`src/rtl/xdata_arb.sv`:
```
// Round-robin arbiter sharing one data-memory port between N_REQ masters,
// with optional exclusive lock (idle timeout) and fixed 1-cycle responses.
module xdata_arb #(
    parameter int unsigned N_REQ    = 2,
    parameter int unsigned ADDR_W   = 12,
    parameter int unsigned DATA_W   = 32,
    parameter int unsigned LOCK_TMO = 15
) (
    input  logic                      clk,
    input  logic                      rst,
    input  logic [N_REQ-1:0]          req_valid,
    input  logic [N_REQ-1:0]          req_we,
    input  logic [N_REQ-1:0]          req_lock,
    input  logic [N_REQ*ADDR_W-1:0]   req_addr,
    input  logic [N_REQ*DATA_W-1:0]   req_wdata,
    output logic [N_REQ-1:0]          req_ready,
    output logic [N_REQ-1:0]          rsp_valid,
    output logic [DATA_W-1:0]         rsp_rdata,
    output logic                      mem_sel,
    output logic                      mem_we,
    output logic [ADDR_W-1:0]         mem_addr,
    output logic [DATA_W-1:0]         mem_wdata,
    input  logic [DATA_W-1:0]         mem_rdata
);

    localparam int unsigned IDX_W = (N_REQ > 1) ? $clog2(N_REQ) : 1;
    localparam int unsigned TMO_W = 4;
    localparam logic [IDX_W-1:0] IDX_LAST = IDX_W'(N_REQ - 1);
    localparam logic [TMO_W-1:0] TMO_LAST = TMO_W'(LOCK_TMO - 1);
    localparam logic [TMO_W-1:0] TMO_MAX  = '1;

    typedef enum logic {
        ST_ARB    = 1'b0,
        ST_LOCKED = 1'b1
    } state_t;

    state_t             state_q, state_d;
    logic [IDX_W-1:0]   rr_ptr_q, rr_ptr_d;
    logic [IDX_W-1:0]   lock_own_q, lock_own_d;
    logic [TMO_W-1:0]   tmo_cnt_q, tmo_cnt_d;
    logic               rsp_we_q;

    logic               gnt_found;
    logic [IDX_W-1:0]   gnt_idx;
    logic [IDX_W-1:0]   cand;

    // Modulo-N_REQ increment for pointer wrap.
    function automatic logic [IDX_W-1:0] next_idx(input logic [IDX_W-1:0] i);
        return (i == IDX_LAST) ? '0 : i + IDX_W'(1);
    endfunction

    // Grant selection: owner only while locked, else first valid from rr_ptr.
    always_comb begin
        gnt_found = 1'b0;
        gnt_idx   = '0;
        cand      = rr_ptr_q;
        if (state_q == ST_LOCKED) begin
            if (req_valid[lock_own_q]) begin
                gnt_found = 1'b1;
                gnt_idx   = lock_own_q;
            end
        end else begin
            for (int k = 0; k < int'(N_REQ); k++) begin
                if (!gnt_found && req_valid[cand]) begin
                    gnt_found = 1'b1;
                    gnt_idx   = cand;
                end
                cand = next_idx(cand);
            end
        end
    end

    // Memory port mux driven by the granted slice.
    always_comb begin
        req_ready = '0;
        mem_sel   = 1'b0;
        mem_we    = 1'b0;
        mem_addr  = '0;
        mem_wdata = '0;
        if (gnt_found) begin
            req_ready[gnt_idx] = 1'b1;
            mem_sel   = 1'b1;
            mem_we    = req_we[gnt_idx];
            mem_addr  = req_addr[int'(gnt_idx) * int'(ADDR_W) +: ADDR_W];
            mem_wdata = req_wdata[int'(gnt_idx) * int'(DATA_W) +: DATA_W];
        end
    end

    always_ff @(posedge clk) begin
        if (rst) begin
            state_q    <= ST_ARB;
            rr_ptr_q   <= '0;
            lock_own_q <= '0;
            tmo_cnt_q  <= '0;
        end else begin
            state_q    <= state_d;
            rr_ptr_q   <= rr_ptr_d;
            lock_own_q <= lock_own_d;
            tmo_cnt_q  <= tmo_cnt_d;
        end
    end

    // Next-state: lock acquisition, release on unlocking access or idle timeout.
    always_comb begin
        state_d    = state_q;
        rr_ptr_d   = rr_ptr_q;
        lock_own_d = lock_own_q;
        tmo_cnt_d  = tmo_cnt_q;
        unique case (state_q)
            ST_ARB: begin
                if (gnt_found) begin
                    rr_ptr_d = next_idx(gnt_idx);
                    if (req_lock[gnt_idx]) begin
                        lock_own_d = gnt_idx;
                        tmo_cnt_d  = '0;
                        state_d    = ST_LOCKED;
                    end
                end
            end
            ST_LOCKED: begin
                if (gnt_found) begin
                    tmo_cnt_d = '0;
                    if (!req_lock[gnt_idx]) begin
                        state_d  = ST_ARB;
                        rr_ptr_d = next_idx(lock_own_q);
                    end
                end else if (tmo_cnt_q == TMO_LAST) begin
                    state_d   = ST_ARB;
                    rr_ptr_d  = next_idx(lock_own_q);
                    tmo_cnt_d = '0;
                end else if (tmo_cnt_q != TMO_MAX) begin
                    tmo_cnt_d = tmo_cnt_q + TMO_W'(1);
                end
            end
            default: state_d = ST_ARB;
        endcase
    end

    // Response pipeline: one pulse per accepted access, next cycle.
    always_ff @(posedge clk) begin
        if (rst) begin
            rsp_valid <= '0;
            rsp_we_q  <= 1'b0;
        end else begin
            rsp_valid <= req_ready & req_valid;
            rsp_we_q  <= mem_we;
        end
    end

    assign rsp_rdata = ((|rsp_valid) && !rsp_we_q) ? mem_rdata : '0;

endmodule

```
`config.mk`:
```
export PLATFORM = sky130hd
export DESIGN_NAME = xdata_arb
export DESIGN_NICKNAME = d
export VERILOG_FILES = /design/src/rtl/xdata_arb.sv
export SDC_FILE = /design/constraint.sdc
export NUM_CORES = 1
export LEC_CHECK = 0
export BUFFER_PORTS_ARGS = -buffer_cell sky130_fd_sc_hd__buf_4
export CAP_MARGIN = 20
export CORE_ASPECT_RATIO = 0.6
export CORE_MARGIN = 10
export CORE_UTILIZATION = 30
export CTS_CLUSTER_SIZE = 30
export DETAILED_ROUTE_END_ITERATION = 16
export PLACE_DENSITY = 0.88
export SLEW_MARGIN = 10
export SYNTH_ARGS = -nofsm -noshare
export SYNTH_HDL_FRONTEND = slang
export SYNTH_SLANG_ARGS = --single-unit
```
`constraint.sdc`:
```
create_clock -name clk -period 2.3 [get_ports clk]
set_clock_uncertainty 0.05 [all_clocks]
set_input_delay 0.23 -clock clk [delete_from_list [all_inputs] [get_ports clk]]
set_output_delay 0.23 -clock clk [all_outputs]
set_load 0.005 [all_outputs]
```
==> results of run 1 <==
## power by group through the flow
stage	Sequential, mW	Clock, mW	Combinational [mW]
after floorplan	0.196	0	0.352
after global placement	0.198	0	0.750
after detailed placement	0.199	0	0.761
after CTS	0.195	0.182	0.774
after global routing	0.197	0.198	0.839
final	0.196	0.179	0.778
## registers in the layout, summed over array words and instances, names as in the netlist
| signal | cells |
|---|---|
| lock_own_q | 1 |
| rr_ptr_q | 1 |
| rsp_valid | 2 |
| rsp_we_q | 1 |
| state_q | 1 |
| tmo_cnt_q | 4 |
## placed cells by master (no fill, tap or decap), types with 2 or more instances in the layout
| cell type | netlist | layout |
|---|---|---|
| nor2b_1 | 2 | 2 |
| nor2b_4 | 1 | 2 |
| and2_1 | 32 | 32 |
| nand2_1 | 3 | 3 |
| nor2_1 | 5 | 5 |
| clkbuf_8 | 0 | 3 |
| dfxtp_1 | 10 | 9 |
| ha_1 | 2 | 2 |
| buf_4 | 2 | 212 |
| mux2i_1 | 2 | 2 |
| a22o_1 | 45 | 45 |
| inv_1 | 3 | 3 |
| o31ai_1 | 3 | 3 |
| nand3_1 | 3 | 3 |
| nor3_2 | 2 | 2 |
| a21oi_1 | 3 | 3 |
| nand3b_1 | 2 | 2 |
## metal layers
metal	vias up	GRT usage	wire, um
li1	1011	-	-
met1	942	0.204	3070
met2	117	0.354	4540
met3	6	0.0679	834
met4	0	0.0269	56
met5	-	0	0
## worst register-to-register path, delay by kind of cell, from the launching register on
| kind | cells | cell delay (ns) |
|---|---|---|
| buf+inv | 1 | 0.29 |
| flops | 1 | 0.50 |
| compound gates | 2 | 0.59 |
| simple gates | 1 | 0.10 |
| mux | 1 | 0.39 |
## worst min-delay path by stage
stage / start / end
2_1_floorplan: req_valid[0] / rsp_valid[0]
3_3_place_gp: rst / lock_own_q
3_5_place_dp: rst / lock_own_q
4_1_cts: rst / lock_own_q
5_1_grt: rst / lock_own_q
6_report: rst / lock_own_q
## what timing repair did
item | CTS | global route
cloned | 1 | 1
gates resized for setup | 1 | 5
setup buffers | 0 | 0
pin swaps | 0 | 2
endpoints found under the setup margin | 46 | 45
## Yosys cell counts (2+ instances only)
master	number	area, sq um
mux2i_1	2	20.0
o31ai_1	3	22.5
ha_1	2	25.0
dfxtp_1	10	200
nand2_1	3	11.3
nor2b_1	2	12.5
buf_12	5	100
a21oi_1	3	15.0
nor3_2	2	20.0
nand3b_1	2	15.0
buf_4	2	15.0
inv_1	3	11.3
clkbuf_1	4	15.0
nor2_1	5	18.8
nand3_1	3	15.0
and2_1	32	200
a22o_1	45	394
buf_2	3	15.0
## cell type report
type | count | area share
Multi-Input combinational cell | 130 | 0.345
Tap cell | 60 | 0.0253
Clock buffer | 3 | 0.0139
Sequential cell | 10 | 0.0679
Timing Repair Buffer | 213 | 0.543
Inverter | 4 | 0.00506
## cells by family (layout without fill, tap and decap cells)
| group | after synthesis | in the layout | synth area share |
|---|---|---|---|
| buffers and inverters | 19 | 220 | 0.125 |
| muxes | 4 | 4 | 0.0328 |
| AOI/OAI and AO/OA | 62 | 62 | 0.390 |
| adders and majority gates | 2 | 2 | 0.0182 |
| and+or+nand+nor | 60 | 62 | 0.288 |
| DFF | 10 | 10 | 0.146 |
==> results.ini, run 1 <==
[power_and_ir_drop]
powerDensity_nw_per_um2=389
power_frac_seq=0.170
peakVddDrop_uv=225
p_sw_frac=0.333
internal_power_mw=0.769
power_mw=1.15
pwr-share-comb=0.674
p_leak_nw=1.60
p_clk_frac=0.156
switching_power_mw=0.384

[setup_path]
crit_arrival_ns=1.91
worstPathRequired_ns=2.02
crit_end=mem_addr[5]
start_kind=flop
reg2reg_slack_ns=0.30
critPathKind=reg2out
crit_slowest_cell=nor2b_2
crit_chain=mux2i_2 -> a21oi_2 -> nor2b_2 -> a22o_1 -> buf_4
worstReg2RegStart=state_q
crit_start=lock_own_q
cp.depth=5
critPathCaptureType=output pin
cp_top_family=simple AND/OR/NAND/NOR gates
worst_path_largest_cell_delay_ns=0.58
reg2regPathDepth=5
crit_buf_inv=1
reg2reg_to=lock_own_q
cp_max_fo=12

[timing]
rsz0062_at_grt=no
fin_crit_ns=2.19
fin_ws_ns=0.105
drv_slew=0
hold_ws_ns=0.191
worst_slew_pin_slew_ns=0.593
setup_viol=0
tns_ns=0
final_hold_viol_count=0
relSlewSlack=0.603
max_freq_mhz=456
period_share=0.954

[synthesis]
ys_seq_area_frac=0.146
synthArstFlopShare=0
synth_seq_cells=10
synth_edf_count=0
synthDistinctLibCells=44
netlist_area_sq_um=1370
yosys_warnings=0
synth_fp_nets=287
syn-instance-count=157
ys.flop_type=dfxtp_1
syn_avg_cell_area_sq_um=8.74

[cells_and_area]
nFillCells=377
area_growth_pct=116
fin_cells=420
final_nets=492
multiInputGateArea_sq_um=1020
final_design_area_no_fill_sq_um=2970
diodes=0
drive_gt1_frac=0.644
regArea_sq_um=201
final_util=0.697

[route]
dr.pass1.iters=4
routedWlPerCell_um=20.3
drtIter0Drc=114
via_per_inst=4.94
post-route-drc-count=0
vias=2076
ant_nets=0
routed_wl_um=8510

[global_route]
grt_pass1_wl_um=11900
antenna_found_initial=0
grt_use_total=0.189
grt_start_max_net_pins=49
grt_pass1_vias=2071
overflow=0

[clock_network]
cts_buffers=3
cts.sinks=10
clk_pin_slew_ns=0.04
hold_buffers=0
clock_latency_ns=0.24
clock_path_buffers=2
cts_root_buf=clkbuf_8
htreeDepth=1
cts_tree=yes

[floorplan]
start_util=0.322
rows=18
core-area_sq_um=4260
dieHeight_um=72.4
die_w_um=107
fp.dieArea_sq_um=7770
ioPinCount=210

[place]
place_ws_ns=0.0782
dpl.cell_count=415
hpwl_um=7010
numPortBuffers=209
place_area_sq_um=2890
place_congestion=0.856

[worst_hold_path]
worstHoldPathType=in2reg
whs_path_depth=2

[run_status]
outcome=complete, no violations

[job]
cap_violations=0

No activity file was read; power rests on OpenSTA's default activity.
==> run 2: changes to the inputs <==
--- a/config.mk
+++ b/config.mk
@@ -7,11 +7,11 @@
 export LEC_CHECK = 0
 export BUFFER_PORTS_ARGS = -buffer_cell sky130_fd_sc_hd__buf_4
 export CAP_MARGIN = 20
-export CORE_ASPECT_RATIO = 0.6
 export CORE_MARGIN = 10
 export CORE_UTILIZATION = 30
 export CTS_CLUSTER_SIZE = 30
 export DETAILED_ROUTE_END_ITERATION = 16
+export GPL_ROUTABILITY_DRIVEN = 0
 export PLACE_DENSITY = 0.88
 export SLEW_MARGIN = 10
 export SYNTH_ARGS = -nofsm -noshare
==> results.ini, run 2 (synthesized netlist as in run 1, its figures left out) <==
[run_status]
outcome=complete, no violations

[global_route]
grt_pass1_vias=1973  ; -4.7%
grt_start_max_net_pins=49  ; unchanged
antenna_found_initial=0  ; unchanged
grt_use_total=0.193  ; +0.00360
overflow=0  ; unchanged
grt_pass1_wl_um=11700  ; -1.5%

[clock_network]
cts_root_buf=clkbuf_8
cts_buffers=3  ; unchanged
clock_path_buffers=2  ; unchanged
cts_tree=yes
clk_pin_slew_ns=0.05  ; about the same
htreeDepth=1  ; unchanged
cts.sinks=10  ; unchanged
clock_latency_ns=0.23  ; about the same

[cells_and_area]
final_common_cell=buf_4
top_regs=tmo_cnt_q x4, rsp_valid x2
area_growth_pct=117
largest_register=tmo_cnt_q
multiInputGateArea_sq_um=1040  ; +1.8%
layout_common_cells=buf_4, a22o_1, and2_1, dfxtp_1, nor2_1
nFillCells=363  ; -3.7%
final_design_area_no_fill_sq_um=2980  ; +0.34%
drive_gt1_frac=0.644  ; -0.000798
final_nets=494  ; +0.41%
largest_reg_flops=4  ; unchanged
final_util=0.679  ; -0.0180
regArea_sq_um=200  ; -0.62%
diodes=0  ; unchanged

[setup_path]
cp_max_fo=12  ; unchanged
crit_arrival_ns=1.93  ; +0.02 ns
critPathCaptureType=output pin
worstReg2RegStart=state_q
reg2regPathDepth=6  ; +1
worstPathRequired_ns=2.02  ; about the same
start_kind=flop
critPathKind=reg2out
reg2reg_slack_ns=0.32  ; +0.02 ns
reg2reg_to=lock_own_q

[floorplan]
rows=24  ; +6
dieHeight_um=87.6  ; +21%
die_w_um=87.6  ; -18%
core-area_sq_um=4380  ; +3.0%
start_util=0.313  ; -0.00939
ioPinCount=210  ; unchanged
fp.dieArea_sq_um=7680  ; -1.1%

[worst_hold_path]
worstHoldStart=rst
whs_path_depth=2  ; unchanged
worstHoldPathType=in2reg
hold_end=lock_own_q

[timing]
worst_slew_pin_slew_ns=0.524  ; -0.0689 ns
relSlewSlack=0.647  ; +0.0447
setup_viol=0  ; unchanged
hold_ws_ns=0.203  ; +0.0122 ns
drv_slew=0  ; unchanged
period_share=0.961  ; +0.00664
tns_ns=0  ; unchanged
max_freq_mhz=452  ; -0.69%
rsz0062_at_grt=no
final_hold_viol_count=0  ; unchanged
fin_crit_ns=2.21  ; +0.0153 ns

[route]
routedWlPerCell_um=21.3  ; +5.0%
post-route-drc-count=0  ; unchanged
ant_nets=0  ; unchanged
vias=2099  ; +1.1%
routed_wl_um=8800  ; +3.5%
drtIter0Drc=67  ; -41%
via_per_inst=5.07  ; +2.6%
dr.pass1.iters=4  ; unchanged

[power_and_ir_drop]
peakVddDrop_uv=326  ; +45%
p_leak_nw=1.62  ; +1.2%
powerDensity_nw_per_um2=389  ; +0.22%

[place]
place_area_sq_um=2870  ; -0.61%
numPortBuffers=209  ; unchanged
hpwl_um=7320  ; +4.3%

[job]
cap_violations=0  ; unchanged

==> run 2: repair_timing <==
action | in CTS | in global routing
gates resized for setup | 2 | 4
hold buffers | 0 | 0
gates cloned | 2 | 1
buffers inserted | 0 | 2
pin swaps | 0 | 1
endpoints found under the setup margin | 46 | 45
==> run 2: critical path: stages (launching register included) <==
cell and delay [ns]:
dfxtp_1 0.34, mux2i_2 0.21, a21oi_2 0.34, nor2b_4 0.43, a22o_1 0.23, buf_4 0.13
==> run 2: area by class of cell <==
type	count	area share
repair buffers	214	0.542
multi-input cells	131	0.350
flip-flops and latches	10	0.0672
well taps	52	0.0218
clock buffers	3	0.0139
inverters	4	0.00504
==> run 2: worst max path at each step <==
stage	startpoint	endpoint	slack, ns
after global placement	lock_own_q	mem_addr[7]	0.05
after floorplan	lock_own_q	mem_wdata[14]	0.59
final	lock_own_q	mem_addr[7]	0.09
after global routing	lock_own_q	mem_addr[7]	0.03
after CTS	state_q	mem_addr[7]	0.02
after detailed placement	lock_own_q	mem_addr[7]	0.02
==> run 2: through the flow <==
stage | setup WS [ns] | std cells | power (mW)
6_report | 0.0898 | 414 | 1.16
5_1_grt | 0.0335 | 414 | 1.23
4_1_cts | 0.0196 | 411 | 1.15
3_5_place_dp | 0.0157 | 406 | 0.955
3_3_place_gp | 0.0546 | 406 | 0.944
2_1_floorplan | 0.592 | 157 | 0.549
==> run 2: per-layer routing <==
metal  vias up  GRT usage  part of all wire
met3         6     0.0622             0.090
li1       1013          -                 -
met4         0     0.0348            0.0099
met5         -          0                 0
met2       107      0.365              0.55
met1       973      0.202              0.35
==> run 2: report_power, final <==
group          total [mW]  leakage, nW  internal [mW]  switching (mW)
clock               0.177       0.0216          0.114          0.0626
sequential          0.196       0.0817          0.184          0.0118
combinational       0.787         1.52          0.476           0.311
